$ cat src/rtl/life_sequencer.sv
`default_nettype none
// +--------------------------------------------------------------------------+
// | Module      : life_sequencer                                             |
// | Description : Run controller for a 16x16 toroidal Conway life grid. The  |
// |               grid has no enable and steps on every clock while its load |
// |               input is low. This block freezes the grid by reloading it  |
// |               with its own state and lets it advance only on chosen      |
// |               cycles. It supports seed load, single step, free-run at a  |
// |               programmable rate and user stop. It stops by itself on     |
// |               extinction, still life or a generation limit, and reports  |
// |               why it stopped.                                            |
// | Option      : `define LIFE_OSC2_DETECT_EN adds period-2 oscillator       |
// |               detection (stop reason 4).                                 |
// | Revision    : 1.0  initial release                                       |
// +--------------------------------------------------------------------------+
// Ports
//   clk          clock, all state changes on the rising edge
//   rst_n        asynchronous active-low reset
//   cmd_valid    host command request
//   cmd_ready    command accepted when cmd_valid && cmd_ready
//   cmd_op       0=LOAD 1=STEP 2=RUN 3=STOP
//   seed         seed pattern, captured on an accepted LOAD
//   rate_div     RUN advances once every rate_div+1 RUN cycles
//   gen_limit    generation count that stops a RUN (0 = unlimited)
//   grid_q       current grid state
//   grid_load    grid load strobe (0 only on advance cycles)
//   grid_data    grid load data
//   busy         sequencer is not idle
//   gen_count    generations advanced since the last LOAD (saturating)
//   stop_valid   one-cycle pulse when the sequencer stops
//   stop_reason  0=USER 1=EXTINCT 2=STILL 3=LIMIT 4=OSC2, held between pulses
// Bit k of a 256-bit grid vector is row k/16, column k%16.

module life_sequencer #(
  parameter int GEN_W  = 32,
  parameter int RATE_W = 24
) (
  input  logic              clk,
  input  logic              rst_n,
  input  logic              cmd_valid,
  output logic              cmd_ready,
  input  logic [1:0]        cmd_op,
  input  logic [255:0]      seed,
  input  logic [RATE_W-1:0] rate_div,
  input  logic [GEN_W-1:0]  gen_limit,
  input  logic [255:0]      grid_q,
  output logic              grid_load,
  output logic [255:0]      grid_data,
  output logic              busy,
  output logic [GEN_W-1:0]  gen_count,
  output logic              stop_valid,
  output logic [2:0]        stop_reason
);

  // Command opcodes
  localparam logic [1:0] c_OP_LOAD = 2'd0;
  localparam logic [1:0] c_OP_STEP = 2'd1;
  localparam logic [1:0] c_OP_RUN  = 2'd2;
  localparam logic [1:0] c_OP_STOP = 2'd3;

  // Sequencer states
  localparam logic [2:0] c_ST_IDLE  = 3'd0;
  localparam logic [2:0] c_ST_LOAD  = 3'd1;
  localparam logic [2:0] c_ST_ADV   = 3'd2;
  localparam logic [2:0] c_ST_RUN   = 3'd3;
  localparam logic [2:0] c_ST_CHECK = 3'd4;

  // Stop reasons
  localparam logic [2:0] c_RSN_USER    = 3'd0;
  localparam logic [2:0] c_RSN_EXTINCT = 3'd1;
  localparam logic [2:0] c_RSN_STILL   = 3'd2;
  localparam logic [2:0] c_RSN_LIMIT   = 3'd3;
  localparam logic [2:0] c_RSN_OSC2    = 3'd4;

  // --------------------------------------------------------------------------
  // Registers
  // --------------------------------------------------------------------------
  logic [2:0]        r_state;
  logic [255:0]      r_seed;
  logic [255:0]      r_prev;         // grid as it was before the last advance
  logic [GEN_W-1:0]  r_gen_count;
  logic [RATE_W-1:0] r_div_cnt;
  logic              r_from_run;     // the pending CHECK was entered from RUN
  logic              r_user_stop;    // a user STOP was accepted last cycle
  logic [2:0]        r_stop_reason;

  // --------------------------------------------------------------------------
  // Combinational wires
  // --------------------------------------------------------------------------
  logic [2:0] w_state_nxt;
  logic       w_ready;
  logic       w_accept;
  logic       w_user_stop;
  logic       w_run_adv;
  logic       w_advance;
  logic       w_extinct;
  logic       w_still;
  logic       w_osc2;
  logic       w_limit;
  logic       w_check_stop;
  logic [2:0] w_check_reason;

  // Commands are only taken while idle or free-running.
  assign w_ready  = (r_state == c_ST_IDLE) || (r_state == c_ST_RUN);
  assign w_accept = cmd_valid && w_ready;

  // A STOP taken in RUN wins over an advance due in the same cycle, so the
  // grid is never stepped on the cycle the host asked it to halt.
  assign w_user_stop = (r_state == c_ST_RUN) && w_accept && (cmd_op == c_OP_STOP);
  assign w_run_adv   = (r_state == c_ST_RUN) && !w_user_stop && (r_div_cnt == rate_div);
  assign w_advance   = (r_state == c_ST_ADV) || w_run_adv;

  // --------------------------------------------------------------------------
  // Stop-condition evaluation; only meaningful in CHECK, where grid_q is the
  // newly computed generation and r_prev is the one before it.
  // --------------------------------------------------------------------------
  assign w_extinct = (grid_q == '0);
  assign w_still   = (grid_q == r_prev);
  // A STEP is never limited, so the limit only applies to CHECKs out of RUN.
  assign w_limit   = r_from_run && (gen_limit != '0) && (r_gen_count >= gen_limit);

`ifdef LIFE_OSC2_DETECT_EN
  logic         r_hist_valid;        // r_prev2 holds a real generation
  logic [255:0] r_prev2;             // grid two generations back

  // Back to the state two generations ago, but not a still life.
  assign w_osc2 = r_hist_valid && (grid_q == r_prev2) && !w_still;

  always_ff @(posedge clk or negedge rst_n) begin
    if (!rst_n) begin
      r_hist_valid <= 1'b0;
      r_prev2      <= '0;
    end else begin
      if (r_state == c_ST_LOAD) begin
        r_hist_valid <= 1'b0;
      end else if (r_state == c_ST_CHECK) begin
        r_hist_valid <= 1'b1;
        r_prev2      <= r_prev;
      end
    end
  end
`else
  assign w_osc2 = 1'b0;
`endif

  always_comb begin
    w_check_stop   = 1'b0;
    w_check_reason = c_RSN_USER;
    if (r_state == c_ST_CHECK) begin
      if (w_extinct) begin
        w_check_stop   = 1'b1;
        w_check_reason = c_RSN_EXTINCT;
      end else if (w_still) begin
        w_check_stop   = 1'b1;
        w_check_reason = c_RSN_STILL;
      end else if (w_osc2) begin
        w_check_stop   = 1'b1;
        w_check_reason = c_RSN_OSC2;
      end else if (w_limit) begin
        w_check_stop   = 1'b1;
        w_check_reason = c_RSN_LIMIT;
      end
    end
  end

  // --------------------------------------------------------------------------
  // FSM: state register
  // --------------------------------------------------------------------------
  always_ff @(posedge clk or negedge rst_n) begin
    if (!rst_n) begin
      r_state <= c_ST_IDLE;
    end else begin
      r_state <= w_state_nxt;
    end
  end

  // --------------------------------------------------------------------------
  // FSM: next-state logic
  // --------------------------------------------------------------------------
  always_comb begin
    w_state_nxt = r_state;
    case (r_state)
      c_ST_IDLE: begin
        if (w_accept) begin
          case (cmd_op)
            c_OP_LOAD: w_state_nxt = c_ST_LOAD;
            c_OP_STEP: w_state_nxt = c_ST_ADV;
            c_OP_RUN:  w_state_nxt = c_ST_RUN;
            default:   w_state_nxt = c_ST_IDLE;   // STOP while idle is a no-op
          endcase
        end
      end
      c_ST_LOAD: w_state_nxt = c_ST_IDLE;
      c_ST_ADV:  w_state_nxt = c_ST_CHECK;
      c_ST_RUN: begin
        if (w_user_stop) begin
          w_state_nxt = c_ST_IDLE;
        end else if (w_run_adv) begin
          w_state_nxt = c_ST_CHECK;
        end
      end
      c_ST_CHECK: begin
        if (w_check_stop || !r_from_run) begin
          w_state_nxt = c_ST_IDLE;
        end else begin
          w_state_nxt = c_ST_RUN;
        end
      end
      default: w_state_nxt = c_ST_IDLE;
    endcase
  end

  // --------------------------------------------------------------------------
  // FSM: outputs
  // The grid is held by reloading it with its own state; an advance cycle is
  // the only cycle with grid_load low.
  // --------------------------------------------------------------------------
  always_comb begin
    cmd_ready   = w_ready;
    busy        = (r_state != c_ST_IDLE);
    grid_load   = !w_advance;
    grid_data   = (r_state == c_ST_LOAD) ? r_seed : grid_q;
    // A CHECK stop is reported in the CHECK cycle itself; a user stop shows
    // up in the first idle cycle after the STOP was taken.
    stop_valid  = r_user_stop || w_check_stop;
    stop_reason = w_check_stop ? w_check_reason : r_stop_reason;
  end

  assign gen_count = r_gen_count;

  // --------------------------------------------------------------------------
  // Datapath registers
  // --------------------------------------------------------------------------
  always_ff @(posedge clk or negedge rst_n) begin
    if (!rst_n) begin
      r_seed        <= '0;
      r_prev        <= '0;
      r_gen_count   <= '0;
      r_div_cnt     <= '0;
      r_from_run    <= 1'b0;
      r_user_stop   <= 1'b0;
      r_stop_reason <= c_RSN_USER;
    end else begin
      r_user_stop <= w_user_stop;

      if ((r_state == c_ST_IDLE) && w_accept) begin
        if (cmd_op == c_OP_LOAD) begin
          r_seed <= seed;
        end
        if (cmd_op == c_OP_RUN) begin
          r_div_cnt <= '0;
        end
      end

      if (r_state == c_ST_LOAD) begin
        r_gen_count <= '0;
      end

      if (w_advance) begin
        r_prev     <= grid_q;
        r_from_run <= (r_state == c_ST_RUN);
        if (r_gen_count != '1) begin
          r_gen_count <= r_gen_count + 1'b1;
        end
      end

      // The rate divider counts RUN cycles only; a STOP cycle leaves it alone.
      if ((r_state == c_ST_RUN) && !w_user_stop) begin
        if (w_run_adv) begin
          r_div_cnt <= '0;
        end else begin
          r_div_cnt <= r_div_cnt + 1'b1;
        end
      end

      if (r_state == c_ST_CHECK) begin
        r_div_cnt <= '0;
        if (w_check_stop) begin
          r_stop_reason <= w_check_reason;
        end
      end

      if (w_user_stop) begin
        r_stop_reason <= c_RSN_USER;
      end
    end
  end

endmodule

`default_nettype wire

$ cat config.mk
export PLATFORM = sky130hd
export DESIGN_NAME = life_sequencer
export DESIGN_NICKNAME = d
export VERILOG_FILES = /design/src/rtl/life_sequencer.sv
export SDC_FILE = /design/constraint.sdc
export NUM_CORES = 1
export LEC_CHECK = 0
export BUFFER_PORTS_ARGS = -buffer_cell sky130_fd_sc_hd__buf_2
export CORE_AREA = 2 2 339 341
export CTS_BUF_LIST = sky130_fd_sc_hd__clkbuf_16
export DETAILED_ROUTE_END_ITERATION = 16
export DIE_AREA = 0 0 341 343
export HOLD_SLACK_MARGIN = 0.02
export PLACE_DENSITY = 0.53
export SYNTH_ARGS = -nofsm -noshare
export SYNTH_HDL_FRONTEND = slang
export SYNTH_SLANG_ARGS = --single-unit
$ cat constraint.sdc
create_clock -name clk -period 3 [get_ports clk]
set_input_delay 0.15 -clock clk [delete_from_list [all_inputs] [get_ports clk]]
set_output_delay 0.15 -clock clk [all_outputs]
set_load 0.1 [all_outputs]
==> impl_metrics.json <==
{
  "synth-async-reset-ratio_pct": 100,
  "p_per_area_nw_per_um2": 857,
  "multiInputGateArea_um2": 15000,
  "htreeDepth": 3,
  "yosys_warnings": 0,
  "die-area_um2": 117000,
  "hold_viol_final": 0,
  "path_delay_family": "simple AND/OR/NAND/NOR gates",
  "violations": "setup timing",
  "grt_pass1_vias": 29800,
  "synth_ff_type": "dfrtp_1",
  "die_w_um": 341,
  "clkLatencyLatePin_ns": 0.64,
  "start_util_pct": 26.3,
  "dr.pass1.iters": 5,
  "crit_chain": "xor2_1 > nor4_2 > nand4_1 > nor4_4 > nand3_4 > buf_6 > o211ai_1 > buf_4 > a211o_4 > buf_12",
  "wl_per_cell_um": 27.1,
  "use_met2_pct": 47.1,
  "met1_usage_pct": 33.9,
  "grt.busiest_layer": "met2",
  "fin_cells": 5987,
  "netlist_area_um2": 29800,
  "vdd.ir_drop.worst_v": 0.000540,
  "cp-startpoint": "r_prev[208]",
  "tightest_slew_ns": 0.924,
  "routed_via_density": 4.83,
  "path_max_fanout": 4,
  "crit_buf_inv": 3,
  "max-slew-margin-rel_pct": 38.4,
  "track_usage_pct": 26.9,
  "syn2layout_area_growth_pct": 52.7,
  "drive_gt1_share_pct": 39.6,
  "nNetsFinal": 5018,
  "finalWorstSetupSlack_ns": -0.523,
  "cp-start-kind": "flip-flop",
  "grt_max_degree": 84,
  "critPathRequiredTime_ns": 2.85,
  "die_h_um": 343,
  "outcome": "finished, violations left",
  "end_kind": "primary output",
  "worst-path-stages": 10,
  "hp-class": "primary input to flip-flop",
  "register_area_um2": 14400,
  "worst_ep_arrival_time_ns": 3.37,
  "ys_seq_elements": 576,
  "cap_viol_max_count": 0,
  "hold_depth": 2,
  "period_share_pct": 117,
  "rows": 124,
  "path_class": "flip-flop to primary output",
  "antenna_found_initial": 39,
  "core_area_um2": 113000,
  "ant_nets": 0,
  "globalRouteMet3Util_pct": 4.63,
  "ys_seq_area_share_pct": 48.4,
  "rsz0062_at_grt": "true",
  "clkTransAtPathRegs_ns": 0.06,
  "cts_tree": "built",
  "drc": 0,
  "min_period_ns": 3.52,
  "overflow": 0,
  "numCtsBuffers": 76,
  "reg2regPathDepth": 9,
  "routed_wl_mm": 162,
  "syn_avg_cell_area_um2": 10.3,
  "grt_pass1_wl_mm": 223,
  "r2r_start": "r_div_cnt[8]",
  "fin_util_pct": 40.1,
  "syn_inst": 2878,
  "ys_types": 50,
  "finalWeightedCongestion": 0.877,
  "holdCritStartpoint": "grid_q[210]",
  "clockBufferDepth": 3,
  "skew_ns": 0.0256,
  "vias": 28900,
  "synth_fp_nets": 3489,
  "setup_viol": 4,
  "leakage_uw": 0.0215,
  "slew_violations": 0,
  "yosys.area.top_type": "dfrtp_1",
  "dp_hpwl_mm": 117,
  "synth_edf_count": 0,
  "critPathSlowestCell": "nor4_2",
  "synth_area_leaders": "dfrtp_1, mux2_2, nand2_1",
  "fmax_mhz": 284,
  "ioPinCount": 868,
  "dp_cells": 5323,
  "yosysTopAreaCellShare_pct": 48.4,
  "port_buffers": 867,
  "cts-root-buf": "clkbuf_16",
  "drtIter0Drc": 1756,
  "clock_sinks": 576,
  "final.fill_count": 11300,
  "slowest_delay_ns": 0.56
}
## registers in the layout, summed over array words and instances, names as in the netlist
signal	cells
r_prev	256
r_from_run	1
r_user_stop	1
gen_count	32
r_stop_reason	3
r_state	3
r_seed	256
r_div_cnt	24
## synth_stat cells, drive strengths merged (11+ instances only)
cell type and count:
xnor2 59, xor2 236, o31ai 14, o211ai 11, buf 31, ha 38, mux2 510, dfrtp 576
inv 45, o21ai 34, a21oi 22, nand2 819, clkbuf 99, nand4 55, nor2 49, nand3 47
nor4 148
## logic make-up (layout without fill, tap and decap cells)
family | count (synthesis) | in the layout | synth area share [%]
AO/OA/AOI/OAI | 110 | 110 | 2.42
XOR/XNOR | 295 | 295 | 8.67
adder cells (fa/ha/maj) | 38 | 38 | 1.60
buffers and inverters | 175 | 1761 | 2.31
flip-flops | 576 | 576 | 48.4
multiplexers | 520 | 520 | 19.6
other | 0 | 11 | 0
AND/OR/NAND/NOR | 1164 | 1164 | 17.0
## cell usage in the layout (no fill, tap or decap), drive strengths merged, types with 14 or more instances in the layout
cell type    count
dfrtp          576
nor4           148
o31ai           14
nand3           47
nand4           55
a21oi           22
nor2            49
xnor2           59
dlygate4sd3    504
xor2           236
mux2           510
ha              38
nand2          819
buf           1053
clkinv          35
inv             56
clkbuf         101
o21ai           34
## final cells by class
| type | count | area share [%] |
|---|---|---|
| clock buffer | 77 | 4.24 |
| antenna | 11 | 0.0605 |
| multi-input combinational | 2127 | 33.0 |
| inverter | 45 | 0.371 |
| clock inverter | 58 | 1.24 |
| sequential | 576 | 31.8 |
| tap | 1512 | 4.16 |
| timing repair buffer | 1581 | 25.2 |
## where the power goes
group | total, µW | switching (µW) | internal (µW)
Clock | 9430 | 3900 | 5530
Sequential | 13500 | 2140 | 11400
Combinational | 16000 | 10200 | 5880
Total | 39000 | 16200 | 22800
## per-layer routing
metal	up-vias	share of wire, %
li1	13000	-
met1	14600	42
met2	1090	49
met3	244	5.9
met4	24	3.1
met5	-	0.092
## worst paths after layout
path	end	slack [ns]
max in group asynchronous	r_prev[123]	1.73
max reg2reg	r_prev[14]	0.13
min	r_prev[210]	0.04
min in group asynchronous	r_div_cnt[20]	0.13
max	stop_valid	-0.52
min reg2reg	r_seed[254]	0.50
## what timing repair did
item                       4_1_cts  5_1_grt
setup buffers                    4       10
hold endpoints to repair       569        0
setup endpoints to repair       38       99
pin swaps                       15       19
resized for setup               58       46
hold buffers                   504        0
gates cloned                     0        1
## through the flow
| stage | setup WS (ns) | hold WS [ns] | power (µW) | TNS [ns] | area (µm²) |
|---|---|---|---|---|---|
| after floorplan | -0.227 | -0.146 | 23900 | -0.546 | 29800 |
| after global placement | -0.359 | 0.262 | 28300 | -1.64 | 37400 |
| after detailed placement | -0.358 | 0.274 | 28700 | -1.59 | 37400 |
| after CTS | -0.583 | 0.0213 | 39000 | -2.08 | 45200 |
| after global routing | -0.637 | 0.0262 | 40700 | -2.30 | 45500 |
| final | -0.523 | 0.0385 | 39000 | -1.88 | 45500 |
Power figures use the tool's default switching activity.
